File: config.mk
export PLATFORM = sky130hd
export DESIGN_NAME = restoring_divider
export DESIGN_NICKNAME = d
export VERILOG_FILES = /design/src/rtl/div_pkg.sv /design/src/rtl/sub_stage.sv /design/src/rtl/restoring_divider.sv
export SDC_FILE = /design/constraint.sdc
export NUM_CORES = 1
export LEC_CHECK = 0
export ABC_AREA = 1
export BUFFER_PORTS_ARGS = -buffer_cell sky130_fd_sc_hd__clkbuf_2
export CORE_MARGIN = 3
export CORE_UTILIZATION = 45
export CTS_BUF_LIST = sky130_fd_sc_hd__clkbuf_16
export DETAILED_ROUTE_END_ITERATION = 10
export GPL_ROUTABILITY_DRIVEN = 1
export PLACE_DENSITY_LB_ADDON = 0.12
export SLEW_MARGIN = 0
export SYNTH_ARGS = -nofsm -noshare
export SYNTH_HDL_FRONTEND = slang
export SYNTH_SLANG_ARGS = --single-unit
export TNS_END_PERCENT = 10
File: constraint.sdc
create_clock -name clk -period 2.1 [get_ports clk]
set_clock_uncertainty 0.05 [all_clocks]
set_input_delay 0.21 -clock clk [delete_from_list [all_inputs] [get_ports clk]]
set_output_delay 0.21 -clock clk [all_outputs]
set_load 0.05 [all_outputs]
File: src/rtl/div_pkg.sv
// Package: div_pkg
// Shared types and helpers for the restoring divider.
//   div_state_t : FSM state encoding (IDLE, DIVIDE, DONE)
//   cnt_w()     : width of the step counter for a given operand width
package div_pkg;

    typedef enum logic [1:0] {
        IDLE   = 2'd0,
        DIVIDE = 2'd1,
        DONE   = 2'd2
    } div_state_t;

    // The counter runs WIDTH-1 down to 0.
    function automatic int cnt_w(input int width);
        return $clog2(width);
    endfunction

endpackage : div_pkg

File: src/rtl/sub_stage.sv
// Module: sub_stage
// Combinational N-bit subtractor a - b, built as a + ~b + 1 on a
// generate/propagate carry chain (the same structure as the 4-bit adder).
// Ports:
//   a      in  N  minuend
//   b      in  N  subtrahend
//   diff   out N  a - b (modulo 2^N)
//   borrow out 1  high when a < b (unsigned)
module sub_stage #(
    parameter int N = 5
) (
    input  logic [N-1:0] a,
    input  logic [N-1:0] b,
    output logic [N-1:0] diff,
    output logic         borrow
);

    logic [N-1:0] p;
    logic [N-1:0] g;
    logic [N:0]   c;

    assign p = a ^ ~b;
    assign g = a & ~b;

    // c[0] = 1 supplies the +1 of the two's-complement negation.
    always_comb begin
        c[0] = 1'b1;
        for (int i = 0; i < N; i++) begin
            c[i+1] = g[i] | (p[i] & c[i]);
        end
    end

    assign diff   = p ^ c[N-1:0];
    // A missing carry out of the top bit means the subtraction wrapped.
    assign borrow = ~c[N];

endmodule : sub_stage

File: src/rtl/restoring_divider.sv
// Module: restoring_divider
// Multi-cycle unsigned restoring divider: one trial subtraction per cycle,
// driven by a start/done handshake. One result every WIDTH+1 cycles.
// Optional macro DIV_ZERO_EN: a zero divisor finishes in one edge and
// raises div_zero; without it div_zero is tied low and a zero divisor runs
// the full loop (quotient all ones, remainder = dividend).
// Ports:
//   clk       in  1      rising-edge clock
//   rst       in  1      asynchronous, active-high reset
//   start     in  1      request, accepted in IDLE or DONE
//   dividend  in  WIDTH  unsigned dividend, sampled on accepted start
//   divisor   in  WIDTH  unsigned divisor, sampled on accepted start
//   busy      out 1      high while dividing
//   done      out 1      one-cycle pulse, results valid
//   quotient  out WIDTH  result quotient, updated on entry to DONE
//   remainder out WIDTH  result remainder, updated on entry to DONE
//   div_zero  out 1      divide-by-zero flag
module restoring_divider
    import div_pkg::*;
#(
    parameter int WIDTH = 4
) (
    input  logic             clk,
    input  logic             rst,
    input  logic             start,
    input  logic [WIDTH-1:0] dividend,
    input  logic [WIDTH-1:0] divisor,
    output logic             busy,
    output logic             done,
    output logic [WIDTH-1:0] quotient,
    output logic [WIDTH-1:0] remainder,
    output logic             div_zero
);

    localparam int CNT_W = cnt_w(WIDTH);
    localparam logic [CNT_W-1:0] CNT_MAX = CNT_W'(WIDTH - 1);

    div_state_t       state_q;
    div_state_t       state_d;
    logic [WIDTH:0]   r_q;        // partial remainder, one guard bit
    logic [WIDTH-1:0] q_q;        // dividend shifting out, quotient shifting in
    logic [WIDTH-1:0] divisor_q;
    logic [CNT_W-1:0] cnt_q;

    logic             accept;
    logic             zero_fast;
    logic [WIDTH:0]   r_shift;
    logic [WIDTH:0]   diff;
    logic             borrow;
    logic [WIDTH:0]   step_r;
    logic [WIDTH-1:0] step_q;

    assign accept = start && (state_q == IDLE || state_q == DONE);

`ifdef DIV_ZERO_EN
    assign zero_fast = (divisor == '0);
`else
    assign zero_fast = 1'b0;
`endif

    // Datapath for one restoring step.
    assign r_shift = {r_q[WIDTH-1:0], q_q[WIDTH-1]};

    sub_stage #(
        .N (WIDTH + 1)
    ) u_sub (
        .a      (r_shift),
        .b      ({1'b0, divisor_q}),
        .diff   (diff),
        .borrow (borrow)
    );

    // On borrow the shifted value is kept, which is the "restore".
    assign step_r = borrow ? r_shift : diff;
    assign step_q = {q_q[WIDTH-2:0], ~borrow};

    assign busy = (state_q == DIVIDE);
    assign done = (state_q == DONE);

    // NOTE: sequential state uses non-blocking (<=) so every register
    // samples pre-edge values; blocking here would create ordering races.
    always_ff @(posedge clk or posedge rst) begin
        if (rst) begin
            state_q <= IDLE;
        end else begin
            state_q <= state_d;
        end
    end

    // NOTE: state_d gets a default before the case so no path leaves it
    // unassigned, which would otherwise infer a latch.
    always_comb begin
        state_d = state_q;
        unique case (state_q)
            IDLE, DONE: begin
                if (accept) begin
                    state_d = zero_fast ? DONE : DIVIDE;
                end else begin
                    state_d = IDLE;
                end
            end
            DIVIDE: begin
                if (cnt_q == '0) begin
                    state_d = DONE;
                end
            end
            default: state_d = IDLE;
        endcase
    end

    // NOTE: every datapath register is reset, including the working R/Q,
    // so an abort mid-divide leaves no stale state visible anywhere.
    always_ff @(posedge clk or posedge rst) begin
        if (rst) begin
            r_q       <= '0;
            q_q       <= '0;
            divisor_q <= '0;
            cnt_q     <= '0;
            quotient  <= '0;
            remainder <= '0;
            div_zero  <= 1'b0;
        end else if (accept) begin
            r_q       <= '0;
            q_q       <= dividend;
            divisor_q <= divisor;
            cnt_q     <= CNT_MAX;
            div_zero  <= 1'b0;
            if (zero_fast) begin
                quotient  <= '1;
                remainder <= dividend;
                div_zero  <= 1'b1;
            end
        end else if (state_q == DIVIDE) begin
            r_q <= step_r;
            q_q <= step_q;
            if (cnt_q == '0) begin
                // Results are captured from the final step, entering DONE.
                quotient  <= step_q;
                remainder <= step_r[WIDTH-1:0];
            end else begin
                cnt_q <= cnt_q - CNT_W'(1);
            end
        end
    end

endmodule : restoring_divider

==> results of run 1 <==
stage by stage:
stage | setup TNS [ps] | hold slack [ps]
6_report | -10.39 | 94.10
5_1_grt | -901.8 | 120.4
4_1_cts | -3.384 | 95.36
3_5_place_dp | -1443 | 201.9
3_3_place_gp | -696.2 | 199.5
2_1_floorplan | 0 | 174.6
Yosys cell counts:
master	instances
nand2_1	56
dfrtp_1	24
inv_1	17
nand3_1	17
o21ai_0	7
fa_1	3
ha_1	2
inv_2	2
nand2_4	2
nor2_1	2
buf_4	1
conb_1	1
nand2_2	1
nor2_2	1
nor2_4	1
nor2_8	1
o21ai_1	1
metal layers:
layer	up-vias	global-route usage [%]	part of all wire (%)
li1	484	-	-
met2	36	27.41	46
met4	0	4.967	1.1
met1	430	22.22	46
met3	5	3.620	6.1
met5	-	0	0
kinds of logic (layout without fill, tap and decap cells):
logic type,after synthesis,in the layout,synth area share [%]
AOI/OAI and AO/OA,8,8,3.400
adders and majority gates,5,5,7.226
buffers and inverters,20,48,6.695
DFF,24,24,51.01
other,1,1,0.3185
and+or+nand+nor,81,81,31.35
repair_timing:
item,CTS,global route
hold endpoints to repair,24,0
gates resized for setup,5,0
pin swaps,1,0
hold buffers,1,0
endpoints found under the setup margin,10,10
worst min path at each step:
stage	slack (ps)	to
after floorplan	170	cnt_q[0]$_DFFE_PP0P_
after global placement	200	quotient[2]$_DFFE_PP0P_
after detailed placement	200	q_q[1]$_DFFE_PP0P_
after CTS	100	divisor_q[1]$_DFFE_PP0P_
after global routing	120	divisor_q[1]$_DFFE_PP0P_
final	90	divisor_q[1]$_DFFE_PP0P_
registers in the layout, summed over array words and instances, names as in the netlist:
name	count
divisor_q	4
r_q	4
state_q	2
remainder	4
q_q	4
quotient	4
cnt_q	2
tightest hold or removal path, delay by kind of cell:
| kind | cells | cell delay, ps |
|---|---|---|
| buf+inv | 1 | 70 |
| simple gates | 2 | 80 |
layout make-up:
type	instances	area, um2	area share (%)
Tap cell	28	35.03	2.395
Multi-Input combinational cell	95	510.5	34.90
Clock buffer	3	75.07	5.133
Clock inverter	1	30.03	2.053
Timing Repair Buffer	25	140.1	9.581
Sequential cell	24	600.6	41.06
Inverter	19	71.32	4.876
==> run summary, run 1 <==
slowest cell on the critical path - fa_2
total track usage - 16.71%
vias in the first global route - 973
RD Place Congestion - 0.7857
most common cell after layout, fill and taps aside - nand2_1
antenna violations before repair - 0
CTS Sinks - 24
final worst slack - -6.228 ps
Max stage delay on crit path - 410 ps
die height - 57.15 um
Final Hold Vio Count - 0
routed vias - 955
CTS clk-pin slew, worst paths - 60 ps
worst-path maximum fanout - 6
syn nets - 155
largest net degree at the start of global routing - 25
worst path required time - 2200 ps
DRT Wirelength - 2338 um
Area Growth Syn to Fin - 24.23%
Vias/cell - 4.897
top cell type by total area after synthesis - dfrtp_1
post-route cell area - 1463 um2
Reg2Reg Launch Point - q_q[3]$_DFFE_PP0P_
Final Core Density - 62.51%
pins over their slew limit - 0
Critical R2R Capture - remainder[3]$_DFFE_PP0P_
R2R setup slack - -6 ps
crit share post-route - 100.3%
Seq/Total Area, Yosys - 51.01%
IO Pins - 22
WP depth - 10
Yosys top cell area share - 51.01%
Post-DP Area - 1338 um2
Iteration-0 DRC Markers - 36
Yosys Warn Count - 0
CTS Root Cell - clkbuf_16
CTS Buffer Depth - 2
Num CTS Buffers - 3
grt total ovfl - 0
Crit. Startpoint - q_q[3]$_DFFE_PP0P_
Port Buf Inserts - 20
Hold Path Origin - divisor[1]
Worst R2R Path Depth - 10
die area - 3266 um2
Final ANT Viol Nets - 0
DRC viols - 0
antenna diode count - 0
post-route insts no fill - 195
commonest cells after routing, fill and taps aside - 56 x nand2_1, 24 x dfrtp_1, 20 x clkbuf_2
max-cap viol count - 0
Die X - 57.15 um
core area - 2340 um2
fin crit period - 2106 ps
Arrival @ worst endpoint - 2210 ps
CTS tree - yes
dominant cells by area after synthesis - dfrtp_1 51%, nand2_1 18%, nand3_1 7.2%
H-tree levels - 1
CP Capture Point - remainder[3]$_DFFE_PP0P_
Hold WC Path Type - in -> reg
Max Freq - 0.4748 GHz
Hold Path Depth - 3
fillers - 204
fraction of layout cells with a size suffix above 1 - 23.35%
Final setup viols - 2
average cell area after synthesis - 8.470 um2
register bit total from synthesis - 24
status - complete, but fails checks
Crit. End Element - flop
delay-heaviest family, CP - adder cells
RSZ-0062 raised after global routing - yes
first-pass GRT wire length - 4278 um
crit-path cells - inv_1, ha_1, fa_1, inv_1, fa_2, fa_2, nor2_4, nand2_1, nand3_1, nand2_1
Clock Latency Late Sink - 260 ps
post-DR wirelength/cell - 11.99 um
DRT Pass-1 Iters - 4
Net count, final - 184
placed insts - 190
failing checks - negative setup slack
critical path class - reg -> reg
worst path buffer plus inverter count - 2
Post-Synthesis Cell Area - 1177 um2
post-CTS setup buffers - 0
Mapped Cells - 139
Initial Utilization - 50.32%
startpoint types - flop
Post-DP HPWL - 1720 um
pre-CTS WS - -174.8 ps
Rows - 17
Yosys cell types - 17
Power of run 1 is not shown: default switching activity piles up to over one toggle a cycle in this logic, so the estimate is an artifact.
==> inputs of run 2 (changes only) <==
Settings changed: CELL_PAD_IN_SITES_DETAIL_PLACEMENT set to 0, CELL_PAD_IN_SITES_GLOBAL_PLACEMENT set to 1, CORE_UTILIZATION 45 to 36.
==> run 2 against run 1 <==
  * Non-clock buffer count unchanged
  * Global-route usage fell by 3.6 points
  * Critical endpoint is now remainder[2]$_DFFE_PP0P_
  * Die area is 22% higher
  * Via count down 0.42%
  * Flip-flop and latch count unchanged
  * Worst setup slack better by 5.4 ps
  * First-iteration DRC count increased by 25%
  * The flow still finishes with violations (negative setup slack)
  * Utilization shrank 14 points
  * Critical path depth is the same
  * Routed wire length shrank 0.21%
  * Worst hold slack lost 2.1 ps
==> run summary, run 2 (synthesis results as in run 1) <==
Port Buf Inserts - 20 (unchanged)
core area - 3078 um2 (+32%)
H-tree levels - 1 (unchanged)
antenna violations before repair - 0 (unchanged)
Rows - 20 (+3)
delay-heaviest family, CP - adder cells
Initial Utilization - 38.25% (-12 points)
worst path buffer plus inverter count - 2 (unchanged)
final worst slack - -0.8147 ps (+5.414 ps)
met1 Resource Use GR - 17.59% (-4.6 points)
die area - 3993 um2 (+22%)
CTS Root Cell - clkbuf_16
met2 GRT Util - 20.42% (-7.0 points)
critical path class - reg -> reg
Num CTS Buffers - 3 (unchanged)
Hold WS - 92.02 ps (-2.084 ps)
busiest grt layer - met2
CP Capture Point - remainder[2]$_DFFE_PP0P_
grt total ovfl - 0 (unchanged)
Crit. Startpoint - q_q[3]$_DFFE_PP0P_
CTS Buffer Depth - 2 (unchanged)
first-pass GRT wire length - 4140 um (-3.2%)
DRC viols - 0 (unchanged)
met3 GRT Util - 2.674% (-0.95 points)
Final setup viols - 1 (-1)
DRT Pass-1 Iters - 4 (unchanged)
failing checks - negative setup slack
fraction of layout cells with a size suffix above 1 - 23.35% (unchanged)
Reg2Reg Launch Point - q_q[3]$_DFFE_PP0P_
Post-DP Area - 1358 um2 (+1.5%)
Iteration-0 DRC Markers - 45 (+25%)
Post-DP HPWL - 1792 um (+4.2%)
pre-CTS WS - -175.5 ps (-0.7300 ps)
Hold WC Path Type - in -> reg
fin crit period - 2101 ps (-5.414 ps)
Die X - 63.19 um (+11%)
Max stage delay on crit path - 410 ps (about the same)
Net count, final - 184 (unchanged)
commonest cells after routing, fill and taps aside - 56 x nand2_1, 24 x dfrtp_1, 20 x clkbuf_2
crit-path cells - inv_1, ha_1, fa_1, inv_1, fa_2, fa_2, nor2_4, nand2_1, nand3_1, nand2_1
CTS tree - yes
largest net degree at the start of global routing - 19 (-24%)
vias in the first global route - 916 (-5.9%)
Critical R2R Capture - remainder[2]$_DFFE_PP0P_
crit share post-route - 100.0% (-0.26 points)
Vias/cell - 4.507 (-8.0%)
DRT Wirelength - 2333 um (-0.21%)
worst-path maximum fanout - 6 (unchanged)
most common cell after layout, fill and taps aside - nand2_1
CTS clk-pin slew, worst paths - 70 ps (about the same)
Arrival @ worst endpoint - 2200 ps (about the same)
RSZ-0062 raised after global routing - yes
R2R setup slack - -0.8 ps (about the same)
startpoint types - flop
pins over their slew limit - 0 (unchanged)
slowest cell on the critical path - fa_2
Worst R2R Path Depth - 10 (unchanged)
status - complete, but fails checks
Area Growth Syn to Fin - 25.93%
Crit. End Element - flop
post-CTS setup buffers - 0 (unchanged)
total track usage - 13.09% (-3.6 points)
post-route cell area - 1483 um2 (+1.4%)
Final Hold Vio Count - 0 (unchanged)
routed vias - 951 (-0.42%)
Final ANT Viol Nets - 0 (unchanged)
Clock Latency Late Sink - 260 ps (about the same)
RD Place Congestion - 0.8446 (+7.5%)
worst path required time - 2200 ps (about the same)
IO Pins - 22 (unchanged)
post-DR wirelength/cell - 11.06 um (-7.8%)
antenna diode count - 0 (unchanged)
max-cap viol count - 0 (unchanged)
CTS Sinks - 24 (unchanged)
die height - 63.19 um (+11%)
WP depth - 10 (unchanged)
Max Freq - 0.4760 GHz (+0.26%)
## run 2: cell counts in the layout (fill, tap and decap cells not counted)
No cell type changed its count.
## run 2: worst min path at each step
stage                from                        to  cells past startpoint  slack [ps]
2_1_floorplan         rst      cnt_q[0]$_DFFE_PP0P_                      1         170
3_3_place_gp          rst  remainder[1]$_DFFE_PP0P_                      2          70
3_5_place_dp          rst  remainder[1]$_DFFE_PP0P_                      2          80
4_1_cts        divisor[0]  divisor_q[0]$_DFFE_PP0P_                      3          90
5_1_grt        divisor[0]  divisor_q[0]$_DFFE_PP0P_                      3         100
6_report       divisor[0]  divisor_q[0]$_DFFE_PP0P_                      3          90
## run 2: tightest hold or removal path: stages
cell      delay [ps]
clkbuf_2          70
nand2_1           40
nand2_1           40
## run 2: repair_timing
item	CTS	global route
resized for setup	6	1
pin swaps	1	0
setup endpoints to repair	10	10
gates cloned	0	0
hold endpoints to repair	6	0
hold buffers	1	0
## run 2: metal layers
metal | vias up | share of wire, % | routed length, um
met5 | - | 0 | 0
met4 | 0 | 0.81 | 19
met3 | 2 | 3.7 | 87
met2 | 20 | 45 | 1043
met1 | 443 | 51 | 1183
li1 | 486 | - | -
## run 2: final cells by class
cell class                      instances  area (um2)
Tap cell                               44       55.05
Timing Repair Buffer                   25       140.1
Inverter                               19       71.32
Fill cell                             320        1595
Multi-Input combinational cell         95       510.5
Clock buffer                            3       75.07
Sequential cell                        24       600.6
Clock inverter                          1       30.03
## run 2: stage by stage
| stage | setup TNS [ps] | utilization, % | std cells |
|---|---|---|---|
| after CTS | -11.79 | 48.17 | 211 |
| after global routing | -894.8 | 48.17 | 211 |
| after global placement | -968.1 | 44.11 | 206 |
| final | -0.8147 | 48.17 | 211 |
| after detailed placement | -1422 | 44.11 | 206 |
| after floorplan | 0 | - | 139 |
Power of run 2 is left out for the same reason.
==> inputs of run 3 (changes only) <==
Settings changed: CTS_BUF_LIST sky130_fd_sc_hd__clkbuf_16 to not set, TNS_END_PERCENT 10 to not set.
==> run 3 against run 2 <==
  * The flow still finishes with violations (negative setup slack)
  * Cell count rose by 0.47%
  * Design area fell by 0.76%
  * Sequential share of layout area rose by 0.31 points
  * Clock-buffer cell count did not move
  * Flip-flop and latch count did not move
  * Utilization fell by 0.37 points
  * Worst hold slack got worse by 71 ps
  * Non-clock buffer count rose by 1
  * First-iteration DRC count fell by 4.4%
  * Fmax fell by 1.7%
  * Routed wire length rose by 2.9%
  * Critical path type unchanged
==> run summary, run 3 (synthesis results as in run 1) <==
H-tree levels - 1 (unchanged)
startpoint types - flop
pins over their slew limit - 0 (unchanged)
CTS Buffer Depth - 2 (unchanged)
CTS Sinks - 24 (unchanged)
worst path buffer plus inverter count - 2 (unchanged)
post-CTS setup buffers - 0 (unchanged)
Arrival @ worst endpoint - 2310 ps (+110 ps)
core area - 3078 um2 (unchanged)
Final Hold Vio Count - 0 (unchanged)
Clock Latency Late Sink - 340 ps (+80 ps)
post-route insts no fill - 212 (+0.47%)
fin crit period - 2138 ps (+36.97 ps)
DRC viols - 0 (unchanged)
Max Freq - 0.4678 GHz (-1.7%)
crit share post-route - 101.8% (+1.8 points)
RSZ-0062 raised after global routing - yes
Net count, final - 185 (+0.54%)
Max stage delay on crit path - 420 ps (about the same)
failing checks - negative setup slack
crit-path cells - inv_2, ha_4, fa_2, inv_1, fa_2, fa_2, nor2_4, nand2_1, nand3_1, nand2_1
CTS tree - yes
largest net degree at the start of global routing - 19 (unchanged)
critical path class - reg -> reg
vias in the first global route - 922 (+0.66%)
antenna diode count - 0 (unchanged)
pre-CTS WS - -175.5 ps (unchanged)
first-pass GRT wire length - 4167 um (+0.65%)
CTS Root Cell - clkbuf_4
Initial Utilization - 38.25% (unchanged)
Num CTS Buffers - 3 (unchanged)
CP most frequent cell - fa_2
most common cell after layout, fill and taps aside - nand2_1
slowest cell on the critical path - dfrtp_1
Final setup viols - 8 (+7)
post-DR wirelength/cell - 11.33 um (+2.4%)
DRT Wirelength - 2401 um (+2.9%)
Port Buf Inserts - 20 (unchanged)
DRT Pass-1 Iters - 4 (unchanged)
RD Place Congestion - 0.8446 (unchanged)
worst-path maximum fanout - 6 (unchanged)
grt total ovfl - 0 (unchanged)
final worst slack - -37.78 ps (-36.97 ps)
Final ANT Viol Nets - 0 (unchanged)
Die X - 63.19 um (unchanged)
total track usage - 12.97% (-0.11 points)
CTS clk-pin slew, worst paths - 160 ps (+90 ps)
worst path required time - 2280 ps (+80 ps)
delay-heaviest family, CP - adder cells
fillers - 318 (-0.63%)
antenna violations before repair - 0 (unchanged)
Hold WC Path Type - in -> reg
max-cap viol count - 0 (unchanged)
fraction of layout cells with a size suffix above 1 - 27.38% (+4.0 points)
commonest cells after routing, fill and taps aside - 55 x nand2_1, 24 x dfrtp_1, 20 x clkbuf_2
routed vias - 963 (+1.3%)
Iteration-0 DRC Markers - 43 (-4.4%)
die height - 63.19 um (unchanged)
status - complete, but fails checks
Vias/cell - 4.542 (+0.78%)
Rows - 20 (unchanged)
Post-DP HPWL - 1792 um (unchanged)
IO Pins - 22 (unchanged)
placed insts - 206 (unchanged)
Area Growth Syn to Fin - 24.97%
die area - 3993 um2 (unchanged)
Crit. End Element - flop
[run 3: final cells by class]
| cell class | count | area [um2] | area share, % |
|---|---|---|---|
| Multi-Input combinational cell | 95 | 541.8 | 36.82 |
| Timing Repair Buffer | 26 | 150.1 | 10.20 |
| Clock buffer | 3 | 22.52 | 1.531 |
| Inverter | 19 | 71.32 | 4.847 |
| Clock inverter | 1 | 30.03 | 2.041 |
| Tap cell | 44 | 55.05 | 3.741 |
| Sequential cell | 24 | 600.6 | 40.82 |
[run 3: tightest hold or removal path: cells and delay by family]
kind | cells | cell delay [ps]
simple gates | 2 | 110
buf+inv | 1 | 70
[run 3: path summary, 6_finish.rpt]
path / start / slack, ps / depth (start not counted) / to
setup reg to reg: q_q[3]$_DFFE_PP0P_ / -40 / 10 / remainder[1]$_DFFE_PP0P_
hold / removal: dividend[1] / 20 / 3 / q_q[1]$_DFFE_PP0P_
min in group asynchronous: rst / 270 / 3 / remainder[3]$_DFFE_PP0P_
max in group asynchronous: rst / 1210 / 4 / divisor_q[3]$_DFFE_PP0P_
setup / recovery: q_q[3]$_DFFE_PP0P_ / -40 / 10 / remainder[1]$_DFFE_PP0P_
hold reg to reg: remainder[2]$_DFFE_PP0P_ / 450 / 2 / remainder[2]$_DFFE_PP0P_
[run 3: timing repair]
action / 4_1_cts / 5_1_grt
resized for setup: 11 / 4
endpoints found under the setup margin: 10 / 10
hold buffers: 1 / 1
pin swaps: 3 / 2
endpoints found under the hold margin: 6 / 1
[run 3: stage by stage]
stage	utilization (%)	setup TNS, ps	hold slack [ps]	instance area, um2
floorplan	-	0	174.6	1180
global placement	44.11	-968.1	73.10	1358
detailed placement	44.11	-1422	84.16	1358
CTS	47.36	-546.1	9.455	1458
global route	47.80	-1167	29.84	1471
finish	47.80	-223.4	21.17	1471
[run 3: per-layer routing]
| layer | GRT usage, % | share of wire [%] |
|---|---|---|
| met1 | 17.71 | 50 |
| met5 | 0 | 0 |
| met2 | 21.08 | 46 |
| met4 | 4.043 | 0.96 |
| met3 | 2.139 | 3.9 |
Power of run 3 is left out for the same reason.
